<file path="config.mk">
export PLATFORM = sky130hd
export DESIGN_NAME = fifo_prog_flags
export DESIGN_NICKNAME = d
export VERILOG_FILES = /design/src/rtl/fifo_pkg.sv /design/src/rtl/fifo_ptr.sv /design/src/rtl/fifo_prog_flags.sv
export SDC_FILE = /design/constraint.sdc
export NUM_CORES = 1
export LEC_CHECK = 0
export ABC_AREA = 1
export CAP_MARGIN = 0
export CORE_AREA = 2 2 127 129
export CTS_CLUSTER_DIAMETER = 80
export DETAILED_ROUTE_END_ITERATION = 6
export DIE_AREA = 0 0 129 131
export HOLD_SLACK_MARGIN = 0.05
export PLACE_DENSITY_LB_ADDON = 0.15
export SYNTH_ARGS = -nofsm -noshare
export SYNTH_HDL_FRONTEND = slang
export SYNTH_SLANG_ARGS = --single-unit
</file>
<file path="constraint.sdc">
create_clock -name clk -period 3.3 [get_ports clk]
set_clock_uncertainty 0.2 [all_clocks]
set_input_delay 0.66 -clock clk [delete_from_list [all_inputs] [get_ports clk]]
set_output_delay 0.66 -clock clk [all_outputs]
set_load 0.03 [all_outputs]
</file>
<file path="src/rtl/fifo_pkg.sv">
// Shared constants and parameter checks for the programmable-flag FIFO.
package fifo_pkg;

   localparam int ST_FULL   = 0;
   localparam int ST_EMPTY  = 1;
   localparam int ST_AFULL  = 2;
   localparam int ST_AEMPTY = 3;
   localparam int ST_OVF    = 4;
   localparam int ST_UNF    = 5;
   localparam int ST_W      = 6;

   function automatic bit is_pow2(input int n);
      return (n >= 2) && ((n & (n - 1)) == 0);
   endfunction

   function automatic bit params_ok(input int depth,
                                    input int af,
                                    input int ae);
      return is_pow2(depth)
         && (af >= 1) && (af <= depth)
         && (ae >= 0) && (ae <= depth - 1);
   endfunction

endpackage

</file>
<file path="src/rtl/fifo_ptr.sv">
// Wrap-bit pointer counter: low bits index storage, top bit tells
// full from empty when the indices match.
module fifo_ptr
   import fifo_pkg::*;
#(
   parameter int adr_width = 3
) (
   input  logic                 clk,
   input  logic                 rst,
   input  logic                 en,
   output logic [adr_width:0]   ptr
);

   always_ff @(posedge clk) begin
      if (!rst)
         ptr <= '0;
      else if (en)
         ptr <= ptr + 1'b1;
   end

endmodule

</file>
<file path="src/rtl/fifo_prog_flags.sv">
// Single-clock FIFO with fill level, programmable almost flags,
// sticky error flags and standard or first-word-fall-through reads.
module fifo_prog_flags
   import fifo_pkg::*;
#(
   parameter bit fwft_enable = 1'b1,
   parameter int width       = 16,
   parameter int depth       = 8,
   parameter int adr_width   = $clog2(depth),
   parameter int af_thresh   = 6,
   parameter int ae_thresh   = 1
) (
   input  logic                 clk,
   input  logic                 rst,
   input  logic [width-1:0]     data_in,
   input  logic                 we,
   input  logic                 re,
   input  logic                 clr_err,
   output logic [width-1:0]     data_out,
   output logic                 fifo_full,
   output logic                 fifo_empty,
   output logic                 almost_full,
   output logic                 almost_empty,
   output logic [adr_width:0]   level,
   output logic                 overflow,
   output logic                 underflow
);

   if (!params_ok(depth, af_thresh, ae_thresh)) begin : g_bad_params
      $error("fifo_prog_flags: illegal depth or threshold");
   end

   localparam logic [adr_width:0] AF_LVL = (adr_width + 1)'(af_thresh);
   localparam logic [adr_width:0] AE_LVL = (adr_width + 1)'(ae_thresh);

   logic [adr_width:0]   w_ptr;
   logic [adr_width:0]   r_ptr;
   logic [adr_width-1:0] w_idx;
   logic [adr_width-1:0] r_idx;
   logic                 rd_ok;
   logic                 wr_ok;
   logic                 ovf_q;
   logic                 unf_q;
   logic [ST_W-1:0]      st;
   logic [width-1:0]     mem [depth];

   assign w_idx = w_ptr[adr_width-1:0];
   assign r_idx = r_ptr[adr_width-1:0];
   assign level = w_ptr - r_ptr;

   assign st[ST_EMPTY]  = (w_ptr == r_ptr);
   assign st[ST_FULL]   = (w_idx == r_idx)
                        && (w_ptr[adr_width] != r_ptr[adr_width]);
   assign st[ST_AFULL]  = (level >= AF_LVL);
   assign st[ST_AEMPTY] = (level <= AE_LVL);
   assign st[ST_OVF]    = ovf_q;
   assign st[ST_UNF]    = unf_q;

   assign fifo_full    = st[ST_FULL];
   assign fifo_empty   = st[ST_EMPTY];
   assign almost_full  = st[ST_AFULL];
   assign almost_empty = st[ST_AEMPTY];
   assign overflow     = st[ST_OVF];
   assign underflow    = st[ST_UNF];

   // A read at full frees the slot the same-cycle write lands in.
   assign rd_ok = rst & re & ~st[ST_EMPTY];
   assign wr_ok = rst & we & (~st[ST_FULL] | rd_ok);

   fifo_ptr #(.adr_width(adr_width)) u_wptr (
      .clk (clk),
      .rst (rst),
      .en  (wr_ok),
      .ptr (w_ptr)
   );

   fifo_ptr #(.adr_width(adr_width)) u_rptr (
      .clk (clk),
      .rst (rst),
      .en  (rd_ok),
      .ptr (r_ptr)
   );

   always_ff @(posedge clk) begin
      if (wr_ok)
         mem[w_idx] <= data_in;
   end

   // A new error in the clear cycle wins over clr_err.
   always_ff @(posedge clk) begin
      if (!rst) begin
         ovf_q <= 1'b0;
         unf_q <= 1'b0;
      end else begin
         if (clr_err) begin
            ovf_q <= 1'b0;
            unf_q <= 1'b0;
         end
         if (we & ~wr_ok)
            ovf_q <= 1'b1;
         if (re & ~rd_ok)
            unf_q <= 1'b1;
      end
   end

   if (fwft_enable) begin : g_fwft
      assign data_out = mem[r_idx];
   end else begin : g_std
      always_ff @(posedge clk) begin
         if (!rst)
            data_out <= '0;
         else if (rd_ok)
            data_out <= mem[r_idx];
      end
   end

endmodule

</file>
---- After elaboration in Yosys (flattened, before gate mapping) ----
Memory sizes are Yosys's and may differ from the RTL's. A register that Yosys moved wholly into a read port is not among the register bits.
Cells that the tools add are included.
operators by class
  reduce and logical (&&, ||, !) cells .... 3
  $add $sub $neg .......................... 3
  multiplexer cells ....................... 7
  order comparisons ....................... 2
  equality and inequality tests ........... 3
  bitwise operators ....................... 11
operator list
  operator               count
  $add A4 B1 Y4 const B  2
  $and A1 B1 Y1          6
  $mux W3                2
  $mux W1                5
  $eq A4 B4 Y1           1
  $ge A4 B3 Y1 const B   1
  $le A4 B1 Y1 const B   1
  $not A1 Y1             4
  $reduce_bool A2 Y1     2
  $sub A4 B4 Y4          1
  $eq A3 B3 Y1           1
  $logic_and A1 B1 Y1    1
  $ne A1 B1 Y1           1
  $or A1 B1 Y1           1
word-level totals
  bits in registers ....................... 10
  input bits .............................. 21
  memory bits (writable) .................. 128
  output and inout bits ................... 26
  memories kept ........................... 1
  logic and storage cells ................. 34
memories
  memory  depth  width  rd ports  clocked after Yosys merged registers in  write ports  line                   source
  mem     8      16     1         1                                        1            fifo_prog_flags.sv:45  logic [width-1:0] mem [depth];

---- Depth between registers and ports, before layout ----
Gate-level depths: netlist (run 1).
  word-level depth ........................ 8
  mapped depth ............................ 10

---- Hierarchy ----
From an unflattened synthesis (run 1), not the netlist that was laid out.
unflattened totals
  cell total of the unflattened synthesis .. 648
  area, all modules ....................... 6207.2 um2
modules (own cells, without submodules)
  module           area each (um2)  times used  cells an instance
  fifo_prog_flags  5874.4           1           604
  fifo_ptr         166.4            2           22

---- Worst setup path before layout (run 1) ----
OpenSTA, ideal clock, no wires.
  kind .................................... reg2out
  from .................................... reg u_wptr.ptr[0]
  to ...................................... out almost_empty
  path slack .............................. 0.308 ns
  data arrival time ....................... 2.132 ns
  cell stages (with the launch flop) ...... 7
  cell sequence ........................... dfxtp_1 inv_1 ha_1 fa_1 xor2_1 inv_1 nor3_1
on the way
  longest elaborated chain between the ends .. 2
ends and longest elaborated chain
  what                    line                   source
  start, declared         fifo_ptr.sv:11         output logic [adr_width:0] ptr
  start signal, assigned  fifo_ptr.sv:18         ptr <= ptr + 1'b1;
  $sub A4 B4 Y4           fifo_prog_flags.sv:49  assign level = w_ptr - r_ptr;
  via level[2]            fifo_prog_flags.sv:24  output logic [adr_width:0] level,
  $le A4 B1 Y1            fifo_prog_flags.sv:55  assign st[ST_AEMPTY] = (level <= AE_LVL);
  end, declared           fifo_prog_flags.sv:23  output logic almost_empty,
The timed path passes the listed nets, and every way through them passes these cells.

---- Final worst setup path (run 1) ----
  from .................................... reg u_wptr.ptr[0]
  to ...................................... out level[2]
on the way
  longest elaborated chain between the ends .. 1
ends and longest elaborated chain
  what           line
  $sub A4 B4 Y4  fifo_prog_flags.sv:49
  end, declared  fifo_prog_flags.sv:24
Every way passes these cells.

==> metrics.log, run 1 <==
INFO  metric result_of_the_run = complete, no violations
INFO  metric critPathMaxStageDelay = 0.66 ns
INFO  metric power_frac_comb = 0.176
INFO  metric synthesis.instances = 477
INFO  metric multi_input_comb_area = ~1400 um2
INFO  metric globalRouteTotalUtil = 0.1624
INFO  metric powerDensity = 641.0 nW/um2
INFO  metric peakVddDrop = 0.4002 mV
INFO  metric total_power = 4572 uW
INFO  metric die_w = 129 um
INFO  metric post-route-drc-count = 0
INFO  metric wl_per_cell = 16.54 um
INFO  metric initial_utilization = 0.3699
INFO  metric worstSkewPairLatency = 0.41 ns
INFO  metric cts-root-to-sink-buffers = 2
INFO  metric p_sw = approximately 1200 uW
INFO  metric swShare = 0.2630
INFO  metric postSynthAreaPerCell = 12.09 um2
INFO  metric synth_top_flop_cell = sky130_fd_sc_hd__edfxtp_1
INFO  metric worstPathRequired = 2.44 ns
INFO  metric critPathMostFrequentCell = sky130_fd_sc_hd__inv_1
INFO  metric timing.critical_path.slowest_stage_cell = sky130_fd_sc_hd__clkdlybuf4s50_1
INFO  metric netlist_area = 5769 um2
INFO  metric place_hpwl = around 7300 um
INFO  metric tightestPinTransition = 0.3258 ns
INFO  metric internal-power = 3369 uW
INFO  metric std_cell_rows = 46
INFO  metric min_path_type = reg2reg
INFO  metric gpl.final_weighted_congestion = 0.7654
INFO  metric critPathMaxFanout = 2
INFO  metric drv_slew = 0
INFO  metric chipHeight = 131 um
INFO  metric area.growth.synth_to_final = 23.62%
INFO  metric rsz0062_at_grt = false
INFO  metric wirelength = 12680 um
INFO  metric normalized_max_slew_margin = 0.7824
INFO  metric finalHoldViolCount = 0
INFO  metric ys_seq_elements = 141
INFO  metric clk_transition_reported_paths = 0.06 ns
INFO  metric timing_worst_setup_path_type = reg2out
INFO  metric synth.yosys.warnings = 0
INFO  metric cts_tree = yes
INFO  metric grt_max_degree = 54
INFO  metric die_area = 16900 um2
INFO  metric cp-end-kind = output pin
INFO  metric clock_period_minus_worst_slack = roughly 3.2 ns
INFO  metric setup_tns = 0 ns
INFO  metric drtAntennaViolNets = 0
INFO  metric num_io_pins = 47
INFO  metric num_vias = 3734
INFO  metric finalCritPeriodShare = 0.9586
INFO  metric synth_fp_nets = between 500 and 600
INFO  metric critPathArrivalTime = about 2.3 ns
INFO  metric hold_buffers = 0
INFO  metric async_flop_share = 0
INFO  metric cp_cell_sequence = inv_1 > ha_1 > fa_1 > xor2_1 > inv_1 > clkdlybuf4s50_1
INFO  metric grt.overflow.total = 0
INFO  metric detail_route.first_pass.iterations = 5
INFO  metric drt-initial-drc-count = 301
INFO  metric startpoint_type = flip-flop
INFO  metric r2r_slack = 1.04 ns
INFO  metric clockRootBuffer = sky130_fd_sc_hd__clkbuf_16
INFO  metric yosysUniqueCellTypes = 30
INFO  metric tritoncts_sink_count = 141
INFO  metric leakage = between 0.002 and 0.003 uW
INFO  metric place.port_buffers = 46
INFO  metric max_cap_violations = 0
INFO  metric power.share.sequential = 0.439
INFO  metric avgViaCountPerCell = between 4 and 5
INFO  metric floorplan.core_area = between 15000 and 20000 um2
INFO  metric synth_sequential_area_ratio = 0.7113
INFO  metric fraction_of_final_layout_cells_sized_beyond_drive_strength_1 = 0.1234
INFO  metric grt_first_pass_wirelength = ~20000 um
INFO  metric grt_pass1_vias = around 3700
INFO  metric register_area = 4108 um2
INFO  metric synth-edff-count = approximately 130
INFO  metric filler_cell_count = roughly 1400
INFO  metric ctsHtreeMaxLevel = 4
INFO  metric antenna_found_initial = 0
INFO  metric power_frac_clock = 0.385
INFO  metric num-nets-final = 565
INFO  metric n_antenna_cell = 0
INFO  metric clock.fmax = between 300 and 400 MHz
INFO  metric cts_inserted_buffers = 17
INFO  metric finalSetupViolCount = 0
[power groups by stage]
stage	sequential (uW)	clock (uW)	combinational, uW
5_1_grt	2010	1880	885
3_5_place_dp	2040	0	828
2_1_floorplan	2030	0	542
6_report	2010	1760	805
4_1_cts	2010	1800	822
3_3_place_gp	2040	0	818
[cells by family after synthesis]
family                   Yosys count  share of synthesized area
AO/OA/AOI/OAI                    104                    0.09868
XOR/XNOR                           4                   0.006072
adder cells (fa/ha/maj)            6                    0.01431
buffers and inverters             45                    0.04207
flip-flops                       141                     0.7113
AND/OR/NAND/NOR                  177                     0.1275
[sequential cells by signal, indices dropped and copies added (netlist names), named ones only]
signal	count
mem	128
u_rptr.ptr	4
u_wptr.ptr	4
overflow	1
underflow	1
[synthesized netlist by cell type, types with 2 or more instances]
cell type                    n  area [um2]
sky130_fd_sc_hd__nand3_1     9       45.04
sky130_fd_sc_hd__ha_1        5       62.56
sky130_fd_sc_hd__o21ai_1    12       60.06
sky130_fd_sc_hd__xor2_1      4       35.03
sky130_fd_sc_hd__inv_1      16       60.06
sky130_fd_sc_hd__inv_2       4       15.01
sky130_fd_sc_hd__buf_6       7       78.83
sky130_fd_sc_hd__nor2_1     76       285.3
sky130_fd_sc_hd__nand2_1    80       300.3
sky130_fd_sc_hd__buf_2      11       55.05
sky130_fd_sc_hd__edfxtp_1  128        3844
sky130_fd_sc_hd__nand2_4     2       22.52
sky130_fd_sc_hd__dfxtp_1    13       260.3
sky130_fd_sc_hd__nand2_2     4       25.02
sky130_fd_sc_hd__o21ai_0    52       260.3
sky130_fd_sc_hd__o22ai_1    34       212.7
sky130_fd_sc_hd__a21oi_1     4       20.02
sky130_fd_sc_hd__clkbuf_1    4       15.01
[layer usage]
metal	track usage	up-vias	routed length (um)
met5	0	-	0
li1	-	1826	-
met4	0.05691	0	224
met1	0.1967	1817	5598
met3	0.05090	17	493
met2	0.2761	74	6368
[worst max-delay path: cells and delay by family (launching register included)]
family	cells	cell delay, ns
fa+ha+maj	2	0.58
buf+inv	3	0.80
flops	1	0.32
xor+xnor	1	0.19
[cells in the final DEF (no fill, tap or decap), types with 7 or more instances in the layout]
master                            synthesis  final
sky130_fd_sc_hd__o21ai_1                 12     12
sky130_fd_sc_hd__edfxtp_1               128    128
sky130_fd_sc_hd__dfxtp_1                 13     12
sky130_fd_sc_hd__buf_4                    1     18
sky130_fd_sc_hd__clkbuf_8                 0      7
sky130_fd_sc_hd__nor2_1                  76     76
sky130_fd_sc_hd__o21ai_0                 52     52
sky130_fd_sc_hd__dlymetal6s2s_1           0     14
sky130_fd_sc_hd__clkdlybuf4s50_1          0     28
sky130_fd_sc_hd__nand3_1                  9      9
sky130_fd_sc_hd__clkbuf_16                0     17
sky130_fd_sc_hd__nand2_1                 80     80
sky130_fd_sc_hd__inv_1                   16     16
sky130_fd_sc_hd__o22ai_1                 34     34
[per-stage QoR]
step	instances	instance area [um2]	util	setup slack, ns	hold WS (ns)
global route	767	7132	0.4572	0.03060	0.2970
detailed placement	735	6535	0.4190	0.3533	0.2733
CTS	767	7094	0.4548	0.008519	0.2870
floorplan	477	5769	-	0.3079	0.2697
global placement	735	6535	0.4190	0.3655	0.2623
finish	767	7132	0.4572	0.1365	0.2863
[what timing repair did]
item	4_1_cts	5_1_grt
endpoints found under the setup margin	2	15
setup buffers	0	0
endpoints found under the hold margin	0	0
gates resized for setup	2	15
[cell type report]
class,count,area share
Timing Repair Buffer,66,0.09649
Clock inverter,6,0.004561
Inverter,21,0.01140
Sequential cell,141,0.5760
Multi-Input combinational cell,291,0.1995
Tap cell,216,0.03789
Clock buffer,26,0.07421
[worst paths after layout]
| path | from | to | cells past startpoint |
|---|---|---|---|
| hold / removal | underflow$_SDFFE_PN0P_ | underflow$_SDFFE_PN0P_ | 2 |
| setup reg to reg | u_rptr.ptr[1]$_SDFFE_PN0N_ | mem[4][8]$_DFFE_PP_ | 10 |
| hold reg to reg | underflow$_SDFFE_PN0P_ | underflow$_SDFFE_PN0P_ | 2 |
| setup / recovery | u_wptr.ptr[0]$_SDFFE_PN0P_ | level[2] | 6 |
No activity file was read; power rests on OpenSTA's default activity.
==> run 2, diff against run 1 <==
Settings changed: PLACE_DENSITY from default to 0.59, PLACE_DENSITY_LB_ADDON 0.15 to default.
==> run 2 against run 1 <==
Critical path depth is the same. Routed wire length grew 0.33%. Register-to-register slack got worse by 0.04 ns. Largest cell class unchanged. Critical path type unchanged. Via count grew 1.2%.
==> metrics.log, run 2 (same netlist as run 1, synthesis figures left out) <==
INFO  metric post-route-worst-setup-slack = 0.1292 ns
INFO  metric clock.fmax = 315.4 MHz
INFO  metric grt_max_degree = 43
INFO  metric cts_post_setup_buffers_inserted = 0
INFO  metric num_vias = 3779
INFO  metric area.growth.synth_to_final = 24.85%
INFO  metric clk_transition_reported_paths = 0.06 ns
INFO  metric grt.met2_usage = 0.2751
INFO  metric post-route-drc-count = 0
INFO  metric drtAntennaViolNets = 0
INFO  metric gpl.final_weighted_congestion = 0.7602
INFO  metric dp_worst_setup_slack = ~0.21 ns
INFO  metric clock_period_minus_worst_slack = 3.171 ns
INFO  metric ctsHtreeMaxLevel = 4
INFO  metric clockRootBuffer = sky130_fd_sc_hd__clkbuf_16
INFO  metric grt_first_pass_wirelength = 20250 um
INFO  metric cts_tree = yes
INFO  metric grt.overflow.total = 0
INFO  metric whs = between 0.2 and 0.3 ns
INFO  metric std_cell_rows = 46
INFO  metric place.port_buffers = 46
INFO  metric timing.critical_path.slowest_stage_cell = sky130_fd_sc_hd__dfxtp_1
INFO  metric category_of_cells_accounting_for_the_largest_share_of_critical_path_delay = adder cells
INFO  metric avgViaCountPerCell = 4.940
INFO  metric critPathArrivalTime = 2.31 ns
INFO  metric use_met3 = 0.03746
INFO  metric fraction_of_final_layout_cells_sized_beyond_drive_strength_1 = 0.1184
INFO  metric worstPathRequired = 2.44 ns
INFO  metric detail_route.first_pass.iterations = 4
INFO  metric grt_util_met1 = 0.2042
INFO  metric drv_slew = 0
INFO  metric drt-initial-drc-count = 238
INFO  metric cp-end-kind = output pin
INFO  metric post-route-util = 0.4618
INFO  metric critPathMaxStageDelay = 0.43 ns
INFO  metric wirelength = 12730 um
INFO  metric tritoncts_sink_count = 141
INFO  metric powerDensity = 690.1 nW/um2
INFO  metric finalSetupViolCount = 0
INFO  metric min_path_type = reg2reg
INFO  metric critPathMaxFanout = 6
INFO  metric largest_reg_flops = 128
INFO  metric initial_utilization = 0.3699
INFO  metric floorplan.core_area = approximately 16000 um2
INFO  metric worstSkewPairLatency = 0.42 ns
INFO  metric largestRegisters = mem x128, u_rptr.ptr x4, u_wptr.ptr x4
INFO  metric setup_tns = 0 ns
INFO  metric rsz0062_at_grt = false
INFO  metric tightestPinTransition = approximately 0.48 ns
INFO  metric finalHoldViolCount = 0
INFO  metric max_cap_violations = 0
INFO  metric cts-root-to-sink-buffers = 2
INFO  metric n_antenna_cell = 0
INFO  metric result_of_the_run = complete, no violations
INFO  metric leakage = 0.002696 uW
INFO  metric top_register = mem
INFO  metric normalized_max_slew_margin = 0.6821
INFO  metric place_hpwl = 7388 um
INFO  metric finalCritPeriodShare = 0.9608
INFO  metric num-nets-final = 563
INFO  metric globalRouteTotalUtil = 0.1633
INFO  metric filler_cell_count = 1458
INFO  metric grt_pass1_vias = about 3800
INFO  metric timing_worst_setup_path_type = reg2out
INFO  metric chipHeight = 131 um
INFO  metric cts_inserted_buffers = 17
INFO  metric final_common_cell = sky130_fd_sc_hd__edfxtp_1
INFO  metric startpoint_type = flip-flop
INFO  metric peakVddDrop = 0.4200 mV
INFO  metric die_w = 129 um
INFO  metric cp_cell_sequence = inv_1 > ha_1 > fa_1 > xor2_1 > o211ai_1 > dlygate4sd2_1
INFO  metric antenna_found_initial = 0
INFO  metric die_area = 16900 um2
INFO  metric critical_path_buf_inv_count = 2
INFO  metric wl_per_cell = 16.64 um
INFO  metric num_io_pins = 47
INFO  metric global_route.peak_usage_layer = met2
INFO  metric final_cell_mix = 128 x sky130_fd_sc_hd__edfxtp_1, 80 x sky130_fd_sc_hd__nand2_1, 76 x sky130_fd_sc_hd__nor2_1
-- run 2: cell types whose count changed in the layout (fill, tap and decap cells not counted), sizes merged --
cell,before,now
clkinv,5,7
dlygate4sd2,2,6
bufinv,0,7
dlymetal6s2s,14,10
clkbuf,26,18
buf,22,18
clkdlybuf4s50,28,29
-- run 2: power by group --
part           total (uW)  switching, uW  internal (uW)
clock network        2170            689           1480
registers            2010           29.6           1980
logic                 794            508            286
-- run 2: layer usage --
metal	vias to the layer above	wire length [um]	share of wire
met4	0	226	0.018
li1	1817	-	-
met5	-	0	0
met2	97	6349	0.50
met1	1846	5525	0.43
met3	19	625	0.049
-- run 2: per-stage QoR --
| step | cell area (um2) | power [uW] | cells |
|---|---|---|---|
| after floorplan | 5769 | 2576 | 477 |
| after global placement | 6513 | 2861 | 733 |
| after detailed placement | 6513 | 2871 | 733 |
| after CTS | 7182 | 5025 | 765 |
| after global routing | 7203 | 5160 | 765 |
| final | 7203 | 4971 | 765 |
-- run 2: area by class of cell --
cell class	count	area (um2)	share of cell area
repair buffers	64	645.6	0.08963
clock inverters	15	249.0	0.03457
well taps	216	270.3	0.03752
clock buffers	17	425.4	0.05906
flip-flops and latches	141	4109	0.5704
multi-input cells	291	1423	0.1975
inverters	21	81.33	0.01129
-- run 2: path summary, 6_finish.rpt --
path / slack, ns / startpoint / cells after the start / to
setup / recovery: 0.13 / u_wptr.ptr[0]$_SDFFE_PN0P_ / 6 / almost_full
hold / removal: 0.28 / overflow$_SDFFE_PN0P_ / 2 / overflow$_SDFFE_PN0P_
setup reg to reg: 1.00 / u_rptr.ptr[1]$_SDFFE_PN0N_ / 10 / mem[0][4]$_DFFE_PP_
hold reg to reg: 0.28 / overflow$_SDFFE_PN0P_ / 2 / overflow$_SDFFE_PN0P_
-- run 2: worst min-delay path, delay by kind of cell (launching register included) --
kind,cells,cell delay [ns]
flip-flops,1,0.32
AND/OR/NAND/NOR,1,0.05
AO/OA/AOI/OAI,1,0.06
-- run 2: repair_timing --
item | CTS | global route
endpoints found under the setup margin | 16 | 11
gates resized for setup | 9 | 13
hold buffers | 0 | 0
==> run 3, diff against run 2 <==
Settings changed: DONT_BUFFER_PORTS from default to 1, GPL_TIMING_DRIVEN from default to 0, PLACE_DENSITY 0.59 to 0.55.
==> run 3 against run 2 <==
Sequential power is essentially flat. Via count is 4.3% lower. Critical path type unchanged. Combinational power fell by 12%.
==> metrics.log, run 3 (same netlist as run 1, synthesis figures left out) <==
INFO  metric die_area = between 15000 and 20000 um2
INFO  metric clockRootBuffer = sky130_fd_sc_hd__clkbuf_16
INFO  metric max_cap_violations = 0
INFO  metric timing.critical_path.slowest_stage_cell = sky130_fd_sc_hd__o211ai_1
INFO  metric wl_per_cell = 18.22 um
INFO  metric cts_inserted_buffers = 17
INFO  metric whs = about 0.13 ns
INFO  metric std_cell_rows = 46
INFO  metric floorplan.core_area = approximately 16000 um2
INFO  metric wirelength = 13350 um
INFO  metric finalHoldViolCount = 0
INFO  metric filler_cell_count = 1429
INFO  metric die_w = 129 um
INFO  metric critPathMaxFanout = 6
INFO  metric clk_transition_reported_paths = 0.06 ns
INFO  metric fraction_of_final_layout_cells_sized_beyond_drive_strength_1 = 0.1547
INFO  metric place.port_buffers = 0
INFO  metric min_path_type = in2reg
INFO  metric drv_slew = 0
INFO  metric globalRouteTotalUtil = 0.1668
INFO  metric r2r_slack = slightly above 0.5 ns
INFO  metric critPathArrivalTime = about 2.3 ns
INFO  metric peakVddDrop = 0.3640 mV
INFO  metric multi_input_comb_area = 1454 um2
INFO  metric num-nets-final = 531
INFO  metric antenna_found_initial = 0
INFO  metric finalCritPeriodShare = 0.9627
INFO  metric cts-root-to-sink-buffers = 2
INFO  metric layoutNonFillerInstCount = 733
INFO  metric clock.fmax = between 300 and 400 MHz
INFO  metric result_of_the_run = complete, no violations
INFO  metric critPathMaxStageDelay = 0.55 ns
INFO  metric grt_first_pass_wirelength = 20180 um
INFO  metric avgViaCountPerCell = about 4.9
INFO  metric tritoncts_sink_count = 141
INFO  metric placed_cells_incl_taps = approximately 700
INFO  metric cp-end-kind = output pin
INFO  metric grt_pass1_vias = 3558
INFO  metric rsz0062_at_grt = false
INFO  metric area.growth.synth_to_final = 16.79%
INFO  metric largestRegisters = mem x128, u_rptr.ptr x4, u_wptr.ptr x4
INFO  metric finalSetupViolCount = 0
INFO  metric drt-initial-drc-count = 402
INFO  metric place_hpwl = 8996 um
INFO  metric cts_post_setup_buffers_inserted = 0
INFO  metric n_antenna_cell = 0
INFO  metric top_register = mem
INFO  metric clock_period_minus_worst_slack = 3.177 ns
INFO  metric cp_cell_sequence = inv_1 > ha_1 > fa_1 > xor2_1 > o211ai_1
INFO  metric cts_tree = yes
INFO  metric post-route-drc-count = 0
INFO  metric tightestPinTransition = 0.6505 ns
INFO  metric chipHeight = 131 um
INFO  metric gpl.final_weighted_congestion = 0.8018
INFO  metric leakage = about 0.0024 uW
INFO  metric final_cell_mix = 128 x sky130_fd_sc_hd__edfxtp_1, 80 x sky130_fd_sc_hd__nand2_1, 68 x sky130_fd_sc_hd__nor2_1
INFO  metric num_io_pins = 47
INFO  metric startpoint_type = flip-flop
INFO  metric normalized_max_slew_margin = 0.5644
INFO  metric initial_utilization = 0.3699
INFO  metric detail_route.first_pass.iterations = 4
INFO  metric timing_worst_setup_path_type = reg2out
INFO  metric ctsHtreeMaxLevel = 4
INFO  metric worstPathRequired = 2.44 ns
INFO  metric final_common_cell = sky130_fd_sc_hd__edfxtp_1
INFO  metric drtAntennaViolNets = 0
INFO  metric grt.overflow.total = 0
INFO  metric num_vias = 3618
INFO  metric worstSkewPairLatency = ~0.42 ns
INFO  metric grt_max_degree = 17
INFO  metric powerDensity = 669.2 nW/um2
INFO  metric largest_reg_flops = 128
INFO  metric register_area = 4104 um2
==> run 3: layout make-up <==
class / instances / share of cell area
Sequential cell: 141 / 0.6091
Multi-Input combinational cell: 291 / 0.2158
Clock buffer: 19 / 0.06425
Tap cell: 216 / 0.04011
Buffer: 24 / 0.02396
Clock inverter: 13 / 0.01857
Timing Repair Buffer: 8 / 0.01616
Inverter: 21 / 0.01207
==> run 3: power by group <==
part | switching, uW | internal [uW] | total (uW)
clock network | 706 | 1100 | 1800
registers | 23.3 | 1980 | 2000
logic | 519 | 183 | 702
total | 1250 | 3260 | 4510
==> run 3: critical path, delay by kind of cell, from the launching register on <==
family / cells / cell delay (ns)
AOI/OAI and AO/OA: 1 / 0.55
xor gates and xnor gates: 1 / 0.19
adders and majority gates: 2 / 0.60
buffers and inverters: 1 / 0.12
DFF: 1 / 0.44
==> run 3: path summary, 6_finish.rpt <==
| kind | from | end | depth (start not counted) |
|---|---|---|---|
| worst max-delay path | u_wptr.ptr[0]$_SDFFE_PN0P_ | almost_full | 5 |
| worst min-delay path | data_in[9] | mem[7][9]$_DFFE_PP_ | 0 |
| worst max register to register | u_wptr.ptr[0]$_SDFFE_PN0P_ | mem[6][10]$_DFFE_PP_ | 10 |
| worst min register to register | u_rptr.ptr[3]$_SDFFE_PN0N_ | u_rptr.ptr[3]$_SDFFE_PN0N_ | 2 |
==> run 3: metal layers <==
metal	GRT usage	part of all wire
met3	0.05945	0.073
met1	0.2035	0.43
met4	0.05563	0.012
met2	0.2776	0.49
met5	0	0
==> run 3: per-stage QoR <==
stage	cell area (um2)	util	setup TNS [ns]	setup WS, ns	power [uW]
5_1_grt	6738	0.4320	0	0.02544	4686
2_1_floorplan	5769	-	0	0.3079	2576
3_3_place_gp	6040	0.3872	-12.79	-0.2444	2721
3_5_place_dp	6168	0.3955	0	0.1740	2737
4_1_cts	6738	0.4320	0	0.06478	4536
6_report	6738	0.4320	0	0.1232	4509
==> run 3: what timing repair did <==
action                     in CTS  in global routing
setup endpoints to repair       1                  1
pin swaps                       0                  1
resized for setup               2                  1
hold buffers                    0                  0
